[src/rtl/cadr_pkg.sv]
// Shared CADR sequencer definitions.
// Holds the cycle-sequencer state encoding and the phase count so that the
// debug and trace blocks decode the same values as cycle_seq.
package cadr_pkg;

    localparam int NUM_PHASES = 6;

    typedef enum logic [2:0] {
        ST_HALTED = 3'd0,
        ST_FETCH  = 3'd1,
        ST_DECODE = 3'd2,
        ST_READ   = 3'd3,
        ST_ALU    = 3'd4,
        ST_WRITE  = 3'd5,
        ST_MMU    = 3'd6
    } seq_state_e;

    // Phase-strobe bit positions within a NUM_PHASES-wide vector.
    localparam int PH_FETCH  = 0;
    localparam int PH_DECODE = 1;
    localparam int PH_READ   = 2;
    localparam int PH_ALU    = 3;
    localparam int PH_WRITE  = 4;
    localparam int PH_MMU    = 5;

endpackage

[src/rtl/cycle_seq_icount.sv]
// Retired-instruction counter for cycle_seq.
// Only compiled when CYCLE_SEQ_ICOUNT_EN is defined, so the default build
// carries no counter flops at all.
// Ports:
//   clk      in   clock, rising edge
//   reset    in   synchronous active-high clear
//   inc_i    in   one-cycle retirement pulse
//   count_o  out  32-bit count, wraps 0xFFFFFFFF -> 0
`ifdef CYCLE_SEQ_ICOUNT_EN
module cycle_seq_icount (
    input  logic        clk,
    input  logic        reset,
    input  logic        inc_i,
    output logic [31:0] count_o
);

    logic [31:0] count_q;
    logic [31:0] count_d;

    always_comb begin
        count_d = count_q;
        if (inc_i) begin
            count_d = count_q + 32'd1;
        end
    end

    always_ff @(posedge clk) begin
        if (reset) begin
            count_q <= 32'd0;
        end else begin
            count_q <= count_d;
        end
    end

    assign count_o = count_q;

endmodule
`endif

[src/rtl/cycle_seq.sv]
// CADR processor cycle sequencer.
// Steps each instruction through FETCH, DECODE, READ, ALU, WRITE and an
// optional MMU cycle, and parks in HALTED for debug halt / single step.
// Optional retired-instruction counter: define CYCLE_SEQ_ICOUNT_EN.
// Ports:
//   clk, reset        clock; synchronous active-high reset
//   fetch_wait        instruction memory not ready, holds FETCH
//   need_mmu          instruction has a memory cycle, sampled in WRITE
//   mem_busy          holds MMU
//   halt_req          stop at the next instruction boundary
//   step_req          single-step pulse, only honoured in HALTED
//   state_*           one-hot phase strobes, decoded from the state register
//   halted            sequencer is in HALTED
//   instr_done        pulse in the cycle an instruction retires
//   icount            retired-instruction count (0 when counter not built)
//
// state   | meaning
// HALTED  | parked at an instruction boundary, waiting for run or step
// FETCH   | instruction fetch, extended by fetch_wait
// DECODE  | decode, one cycle
// READ    | operand read, one cycle
// ALU     | execute, one cycle
// WRITE   | writeback; retires here unless a memory cycle is needed
// MMU     | memory cycle, extended by mem_busy; retires when it finishes
module cycle_seq
    import cadr_pkg::*;
(
    input  logic        clk,
    input  logic        reset,
    input  logic        fetch_wait,
    input  logic        need_mmu,
    input  logic        mem_busy,
    input  logic        halt_req,
    input  logic        step_req,
    output logic        state_fetch,
    output logic        state_decode,
    output logic        state_read,
    output logic        state_alu,
    output logic        state_write,
    output logic        state_mmu,
    output logic        halted,
    output logic        instr_done,
    output logic [31:0] icount
);

    seq_state_e state_q;
    seq_state_e state_d;
    logic       instr_end;
    logic [NUM_PHASES-1:0] phase;

    // Both the next state and the retirement pulse come from the same
    // decision so they can never disagree about where an instruction ends.
    always_comb begin
        state_d   = state_q;
        instr_end = 1'b0;
        unique case (state_q)
            ST_HALTED: begin
                if (!halt_req || step_req) begin
                    state_d = ST_FETCH;
                end
            end
            ST_FETCH: begin
                if (!fetch_wait) begin
                    state_d = ST_DECODE;
                end
            end
            ST_DECODE: state_d = ST_READ;
            ST_READ:   state_d = ST_ALU;
            ST_ALU:    state_d = ST_WRITE;
            ST_WRITE: begin
                if (need_mmu) begin
                    state_d = ST_MMU;
                end else begin
                    instr_end = 1'b1;
                end
            end
            ST_MMU: begin
                if (!mem_busy) begin
                    instr_end = 1'b1;
                end
            end
            default: state_d = ST_HALTED;
        endcase
        // halt_req is only looked at on the boundary, so a late halt never
        // aborts an instruction and a step under halt runs exactly one.
        if (instr_end) begin
            state_d = halt_req ? ST_HALTED : ST_FETCH;
        end
    end

    always_ff @(posedge clk) begin
        if (reset) begin
            state_q <= ST_HALTED;
        end else begin
            state_q <= state_d;
        end
    end

    always_comb begin
        phase = '0;
        phase[PH_FETCH]  = (state_q == ST_FETCH);
        phase[PH_DECODE] = (state_q == ST_DECODE);
        phase[PH_READ]   = (state_q == ST_READ);
        phase[PH_ALU]    = (state_q == ST_ALU);
        phase[PH_WRITE]  = (state_q == ST_WRITE);
        phase[PH_MMU]    = (state_q == ST_MMU);
    end

    assign state_fetch  = phase[PH_FETCH];
    assign state_decode = phase[PH_DECODE];
    assign state_read   = phase[PH_READ];
    assign state_alu    = phase[PH_ALU];
    assign state_write  = phase[PH_WRITE];
    assign state_mmu    = phase[PH_MMU];
    assign halted       = (state_q == ST_HALTED);

    // An instruction caught by reset is abandoned, not retired.
    assign instr_done   = instr_end && !reset;

`ifdef CYCLE_SEQ_ICOUNT_EN
    cycle_seq_icount u_icount (
        .clk     (clk),
        .reset   (reset),
        .inc_i   (instr_done),
        .count_o (icount)
    );
`else
    assign icount = 32'd0;
`endif

endmodule

[config.mk]
export PLATFORM = sky130hd
export DESIGN_NAME = cycle_seq
export DESIGN_NICKNAME = d
export VERILOG_FILES = /design/src/rtl/cadr_pkg.sv /design/src/rtl/cycle_seq_icount.sv /design/src/rtl/cycle_seq.sv
export SDC_FILE = /design/constraint.sdc
export NUM_CORES = 1
export LEC_CHECK = 0
export BUFFER_PORTS_ARGS = -buffer_cell sky130_fd_sc_hd__buf_2
export CAP_MARGIN = 20
export CORE_MARGIN = 4
export CORE_UTILIZATION = 25
export DETAILED_ROUTE_END_ITERATION = 16
export GPL_TIMING_DRIVEN = 0
export PLACE_DENSITY = 0.57
export SLEW_MARGIN = 5
export SYNTH_ARGS = -nofsm -noshare
export SYNTH_HDL_FRONTEND = slang
export SYNTH_SLANG_ARGS = --single-unit
[constraint.sdc]
create_clock -name clk -period 1.7 [get_ports clk]
set_clock_uncertainty 0.05 [all_clocks]
set_input_delay 0.34 -clock clk [delete_from_list [all_inputs] [get_ports clk]]
set_output_delay 0.34 -clock clk [all_outputs]
set_load 0.03 [all_outputs]
==> impl_metrics.toml, run 1 <==
[timing]
finalSetupTns_ns = 0
fin_crit_sh_pct = 95.6
slew_violations = 0
rsz0062_at_grt = "no"
setup_violations = 0
finalCriticalPeriod_ns = 1.63
final_hold_viol_count = 0
timing.fmax_mhz = 615

[worst_setup_path]
rr_endpoint = "state_q[0]"
startpoint_type = "flop"
reg2reg_slack_ns = 0.28
cp.arrival_ns = 1.24
cp_max_fo = 10
slowest_stage = "dfxtp_1"
crit_required_ns = 1.31
crit_path_cell_trace = "buf_4 -> mux2i_1 -> nor3_2 -> buf_2"
reg2reg_depth = 4
r2r_start = "state_q[2]"
endpoint_kind = "primary output"
cp_slowest_stage_delay_ns = 0.37
path_class = "reg2out"

[placed_design]
gp_congestion = 0.732
port_buffers = 14
hpwl_um = 933

[cts]
cts-buffers-inserted = 3
cts_resized = 2
post_cts_buffers = 0
clock_sinks = 3
htree_levels = 1
clkLatencyLatePin_ns = 0.23
clkSlewWorstSetupHoldPaths_ns = 0.04
cts_tree = "done"
cts_buffer_depth = 2
cts_root_buf = "clkbuf_4"
cts_hold_buf = 0

[finish]
largestRegisters = "state_q (3)"
drive_gt1_share_pct = 49.1
max_flop_register = "state_q"
syn2layout_area_growth_pct = 55.0
largest_reg_flops = 3
fin_util_pct = 42.0
diodes = 0
fin_nets = 122

[grt]
grt_pass1_wl_mm = 1.63
antenna_found_initial = 0
overflow = 0
grt_max_degree = 11
grt_pass1_vias = 388
grt_usage_pct = 7.85

[synth]
synthTopCellsByArea = "buf_4 (50%), dfxtp_1 (13%), nor3_1 (5.2%)"
ys_async_sr_fraction_pct = 0
synth_top_area_cell = "buf_4"
yosys_warnings = 0
synth_edf_count = 0
netlist.area_leader.share_pct = 50.3
synth-seq-cells = 3
synthCells = 65
synth_cell_types = 18
netlist_area_um2 = 478
synth_seq_area_share_pct = 12.6
avgSynthCellArea_um2 = 7.35
synth_ff_type = "dfxtp_1"

[hold_path]
hold_path_end = "state_q[1]"
hold_start = "reset"
hold_class = "in2reg"
min_path_cells = 2

[route]
vias_per_cell = 3.32
wl_met2_um = 624
vias = 462
highest-signal-layer = "met3"
drcViolationCount = 0
dr.pass1.iters = 4
avgRoutedWirePerCell_um = 7.91
wl_met1_um = 352
ant_nets = 0
wl_met3_um = 123
drt-initial-drc-count = 7
routed_wirelength_mm = 1.10

[job]
cap_viol_max_count = 0

[floorplanning]
die_x_um = 51.7
core_area_um2 = 1760
initial_utilization_pct = 27.1
die_h_um = 51.7
ios = 47
rows = 15
die_area_um2 = 2680

[run_status]
outcome = "completed"

[pwr]
powerDensity_nw_per_um2 = 611
vdd_drop_max_mv = 0.240
p_leak_nw = 0.449
[cells by family (layout without fill, tap and decap cells)]
logic type,Yosys count,in the layout,synth area share [%]
flops,3,3,12.6
mux,1,1,2.09
other cells,1,32,0.785
simple gates,15,15,17.8
buf+inv,35,53,52.6
compound gates,10,10,14.1
[cell usage in the layout, fill, tap and decap left out]
cell type	count
clkbuf_4	4
a21oi_1	4
buf_4	33
conb_1	32
inv_1	1
o2bb2ai_1	1
nor2_1	3
inv_2	1
nand2b_1	1
and3b_1	1
or3b_1	1
buf_2	13
o2111ai_1	1
and3_1	3
mux2i_1	1
nor3_1	3
dfxtp_2	2
nor3_2	2
clkbuf_1	1
a2111oi_2	1
dfxtp_1	1
nor2b_1	1
o21ai_0	3
[routing by layer]
layer  global-route usage [%]  vias to the layer above
li1                         -                      253
met1                     7.45                      184
met2                     14.8                       25
met3                     2.58                        0
met4                     3.93                        0
met5                        0                        -
[worst max-delay path by stage]
stage                           from    endpoint  slack (ns)
after floorplan           state_q[1]   state_mmu       0.005
after global placement    state_q[0]  instr_done        0.16
after detailed placement  state_q[0]  instr_done        0.15
after CTS                 state_q[1]   state_mmu       0.007
after global routing      state_q[0]  instr_done        0.02
final                     state_q[0]  instr_done        0.07
[critical path, delay by kind of cell, from the launching register on]
family                 cells  cell delay (ns)
muxes                      1             0.22
DFF                        1             0.37
buffers and inverters      2             0.37
and+or+nand+nor            1             0.05
[layout make-up]
type	count	area [um^2]
Fill cell	213	1020
Multi-Input combinational cell	58	293
Buffer	33	248
Timing Repair Buffer	14	72.6
Sequential cell	3	62.6
Tap cell	25	31.3
Clock buffer	4	26.3
Inverter	2	7.51
[power by group]
group	switching [mW]	leakage (nW)	internal, mW
combinational	0.162	0.409	0.0838
clock	0.0332	0.0150	0.0877
sequential	0.00868	0.0256	0.0773
total	0.203	0.449	0.249
[per-stage QoR]
stage          worst slack (ns)  cells  cell area (um^2)  power (mW)  hold WS (ns)
2_1_floorplan           0.00495     96               599       0.295         0.359
3_3_place_gp              0.162    135               701       0.322         0.523
5_1_grt                  0.0200    139               741       0.483         0.283
3_5_place_dp              0.153    135               701       0.324         0.522
6_report                 0.0749    139               741       0.452         0.281
4_1_cts                 0.00707    139               733       0.451         0.280
[synth_stat cells (2+ instances only)]
library cell	count
nor3_1	5
a21oi_1	4
dfxtp_1	3
o21ai_0	3
buf_4	32
inv_1	2
and3_1	3
nor2_1	3
Power figures use the tool's default switching activity.
==> run 2: changes to the inputs <==
- clock period: 1.7 -> 2.1 ns (I/O delays scaled with it)
==> run 2 against run 1 <==
Net effect:
- total power decreased by 20%
- flip-flop and latch count is the same
- setup slack better by 0.14 ns
- hold slack gained 0.073 ns
- combinational power shrank 21%
- via count is 1.9% lower
- highest routed layer unchanged
- wire length shrank 10%
- utilization is 1.1 points lower
- sequential power decreased by 20%
==> impl_metrics.toml, run 2 (synthesis results as in run 1) <==
[route]
wl_met2_um = 540
avgRoutedWirePerCell_um = 7.09
dr.pass1.iters = 2
ant_nets = 0
wl_met1_um = 323
wl_met3_um = 121
vias_per_cell = 3.26
highest-signal-layer = "met3"
routed_wirelength_um = 986
drt-initial-drc-count = 4
vias = 453
drcViolationCount = 0

[finish]
diodes = 0
final_cell_mix = "buf_4 (32), conb_1 (32), buf_2 (14), nor3_1 (5), a21oi_1 (4)"
max_flop_register = "state_q"
syn2layout_area_growth_pct = 51.0
largest_reg_flops = 3
fin_nets = 122
largestRegisters = "state_q (3)"
drive_gt1_share_pct = 43.9
fin_util_pct = 40.9

[grt]
grt_max_degree = 11
antenna_found_initial = 0
grt_pass1_vias = 421
grt_pass1_wl_mm = 1.62
grt_usage_pct = 7.85
overflow = 0

[cts]
clock_sinks = 3
post_cts_buffers = 0
cts-buffers-inserted = 3
clkLatencyLatePin_ns = 0.23
cts_tree = "done"
cts_root_buf = "clkbuf_4"
cts_resized = 0
htree_levels = 1
cts_hold_buf = 0
clkSlewWorstSetupHoldPaths_ns = 0.04
cts_buffer_depth = 2

[timing]
rsz0062_at_grt = "no"
final.setup.worst_slack_ns = 0.215
setup_violations = 0
timing.fmax_mhz = 530
fin_crit_sh_pct = 89.8
slew_violations = 0
final_hold_viol_count = 0
finalSetupTns_ns = 0
finalCriticalPeriod_ns = 1.89

[floorplanning]
core_area_um2 = 1760
die_x_um = 51.7
die_h_um = 51.7
initial_utilization_pct = 27.1
ios = 47
die_area_um2 = 2680
rows = 15

[worst_setup_path]
crit_required_ns = 1.63
startpoint_type = "flop"
path_class = "reg2out"
cp.arrival_ns = 1.42
endpoint_kind = "primary output"
cp_max_fo = 10

[run_status]
outcome = "completed"

[placed_design]
gp_congestion = 0.679
dpl_worst_slack_ns = 0.449
hpwl_um = 893
port_buffers = 14

[pwr]
powerDensity_nw_per_um2 = 502
p_leak_nw = 0.445
vdd_drop_max_mv = 0.181

[hold_path]
hold_class = "in2reg"

[job]
cap_viol_max_count = 0
## run 2: cell types whose count changed in the layout (fill, tap and decap cells not counted), moves of 2 or more
cell / before / now
dfxtp_2: 2 / 0
dfxtp_1: 1 / 3
nor3_1: 3 / 5
nor3_2: 2 / 0
## run 2: path summary, 6_finish.rpt
kind,cells past startpoint,endpoint,slack (ns),startpoint
max,4,instr_done,0.21,state_q[0]
min,2,state_q[0],0.35,reset
max reg2reg,4,state_q[0],0.61,state_q[2]
min reg2reg,2,state_q[2],0.56,state_q[2]
## run 2: stage by stage
stage / power [mW] / cells / cell area [um^2] / hold slack, ns
4_1_cts: 0.365 / 139 / 722 / 0.349
5_1_grt: 0.385 / 139 / 722 / 0.357
3_5_place_dp: 0.261 / 135 / 696 / 0.566
6_report: 0.362 / 139 / 722 / 0.353
3_3_place_gp: 0.260 / 135 / 696 / 0.544
2_1_floorplan: 0.238 / 96 / 594 / 0.439
## run 2: layer usage
layer	global-route usage (%)	vias to the layer above
li1	-	251
met1	7.28	179
met2	15.0	23
met3	2.58	0
met4	3.93	0
met5	0	-
## run 2: cell type report
type / count / area [um^2]
fill: 196 / 1040
multi-input combinational: 58 / 283
buffer: 33 / 244
timing repair buffer: 14 / 70.1
sequential: 3 / 60.1
tap: 25 / 31.3
clock buffer: 4 / 26.3
inverter: 2 / 7.51
## run 2: critical path, cell delays in order, from the launching register on
cell and delay [ns]:
dfxtp_1 0.36, buf_1 0.33, mux2i_1 0.13, nor3_1 0.14
buf_2 0.22
## run 2: power by group
part	switching (mW)	total [mW]	internal [mW]	leakage, nW
registers	0.00644	0.0685	0.0620	0.0247
clock network	0.0284	0.0995	0.0711	0.0150
logic	0.128	0.194	0.0657	0.405
==> run 3: changes to the inputs <==
- CORE_AREA: default -> 4 4 41 43
- CORE_MARGIN: 4 -> default
- CORE_UTILIZATION: 25 -> default
- DIE_AREA: default -> 0 0 45 47
- PLACE_DENSITY: 0.57 -> 0.78
==> run 3 against run 2 <==
Net effect:
- cell count decreased by 7.2%
- clock-buffer cell count unchanged
- highest routed layer unchanged
- first-iteration DRC count decreased by 50%
- combinational power about the same
- fmax increased by 0.38%
- sequential power about the same
- wire length increased by 4.6%
- setup slack improved by 0.0071 ns
- via count unchanged
- total power about the same
==> impl_metrics.toml, run 3 (synthesis results as in run 1) <==
[run_status]
outcome = "completed"

[grt]
antenna_found_initial = 0
grt_max_degree = 11
grt_pass1_vias = 402
overflow = 0
grt_usage_pct = 9.79
grt_pass1_wl_mm = 1.55

[finish]
final_cell_mix = "buf_4 (32), conb_1 (32), buf_2 (14), nor3_1 (5), a21oi_1 (4)"
max_flop_register = "state_q"
design_area_um2 = 709
multi_input_area_um2 = 283
largestRegisters = "state_q (3)"
n_fill_cell = 147
drive_gt1_share_pct = 43.9
fin_nets = 122
diodes = 0
regArea_um2 = 60.1
stdcell_count = 129
largest_reg_flops = 3
syn2layout_area_growth_pct = 48.4

[timing]
fin_crit_sh_pct = 89.4
final_hold_viol_count = 0
rsz0062_at_grt = "no"
holdWs_ns = 0.350
finalCriticalPeriod_ns = 1.88
finalSetupTns_ns = 0
timing.fmax_mhz = 532
setup_violations = 0
slew_violations = 0

[worst_setup_path]
endpoint_kind = "primary output"
crit_required_ns = 1.63
cp_slowest_stage_delay_ns = 0.36
path_class = "reg2out"
cp_max_fo = 10
cp.arrival_ns = 1.41
crit_path_cell_trace = "buf_1 -> mux2i_1 -> nor3_1 -> buf_2"
slowest_stage = "dfxtp_1"
startpoint_type = "flop"

[floorplanning]
rows = 13
core_area_um2 = 1300
ios = 47
initial_utilization_pct = 36.7
die_h_um = 47
die_x_um = 45
die_area_um2 = 2120

[pwr]
powerDensity_nw_per_um2 = 510
power.total_mw = 0.362
vdd_drop_max_mv = 0.245
p_leak_nw = 0.445

[hold_path]
hold_class = "in2reg"

[route]
drt-initial-drc-count = 2
vias = 453
routed_wirelength_mm = 1.03
avgRoutedWirePerCell_um = 7.99
dr.pass1.iters = 2
ant_nets = 0
drcViolationCount = 0
vias_per_cell = 3.51

[cts]
cts-buffers-inserted = 3
cts_hold_buf = 0
htree_levels = 1
cts_tree = "done"
cts_resized = 0
clkSlewWorstSetupHoldPaths_ns = 0.04
cts_buffer_depth = 2
clock_sinks = 3
post_cts_buffers = 0
clkLatencyLatePin_ns = 0.23
cts_root_buf = "clkbuf_4"

[placed_design]
place_inst = 125
port_buffers = 14
gp_congestion = 0.705
dpl_cell_area_um2 = 683

[job]
cap_viol_max_count = 0
-- run 3: cell counts in the layout (fill, tap and decap cells not counted) --
Identical to the previous run, type by type.
-- run 3: area by class of cell --
class / instances / share of cell area (%)
multi-input combinational: 58 / 39.9
buffer: 33 / 34.4
timing repair buffer: 14 / 9.88
sequential: 3 / 8.47
clock buffer: 4 / 3.70
tap: 15 / 2.65
inverter: 2 / 1.06
-- run 3: final timing paths --
check / end / slack (ns) / startpoint / cells after the start
max reg2reg: state_q[0] / 0.59 / state_q[2] / 4
min: state_q[0] / 0.35 / reset / 2
min reg2reg: state_q[2] / 0.54 / state_q[2] / 2
max: instr_done / 0.22 / state_q[0] / 4
-- run 3: worst max-delay path: cells and delay by family (launching register included) --
kind / cells / cell delay [ns]
buffers and inverters: 2 / 0.55
DFF: 1 / 0.36
muxes: 1 / 0.14
and+or+nand+nor: 1 / 0.13
-- run 3: metal layers --
metal	part of all wire, %	track usage [%]
met4	0	5.26
met2	53	17.8
met3	12	2.30
met1	35	10.4
met5	0	0
-- run 3: stage by stage --
step | setup WS (ns) | util [%]
2_1_floorplan | 0.256 | -
3_3_place_gp | 0.490 | 52.5
3_5_place_dp | 0.454 | 52.5
4_1_cts | 0.225 | 54.5
5_1_grt | 0.119 | 54.5
6_report | 0.222 | 54.5
-- run 3: report_power, final --
| part | internal (mW) | switching, mW | total, mW | leakage [nW] |
|---|---|---|---|---|
| sequential | 0.0621 | 0.00645 | 0.0685 | 0.0247 |
| clock | 0.0711 | 0.0277 | 0.0988 | 0.0150 |
| combinational | 0.0657 | 0.129 | 0.195 | 0.405 |
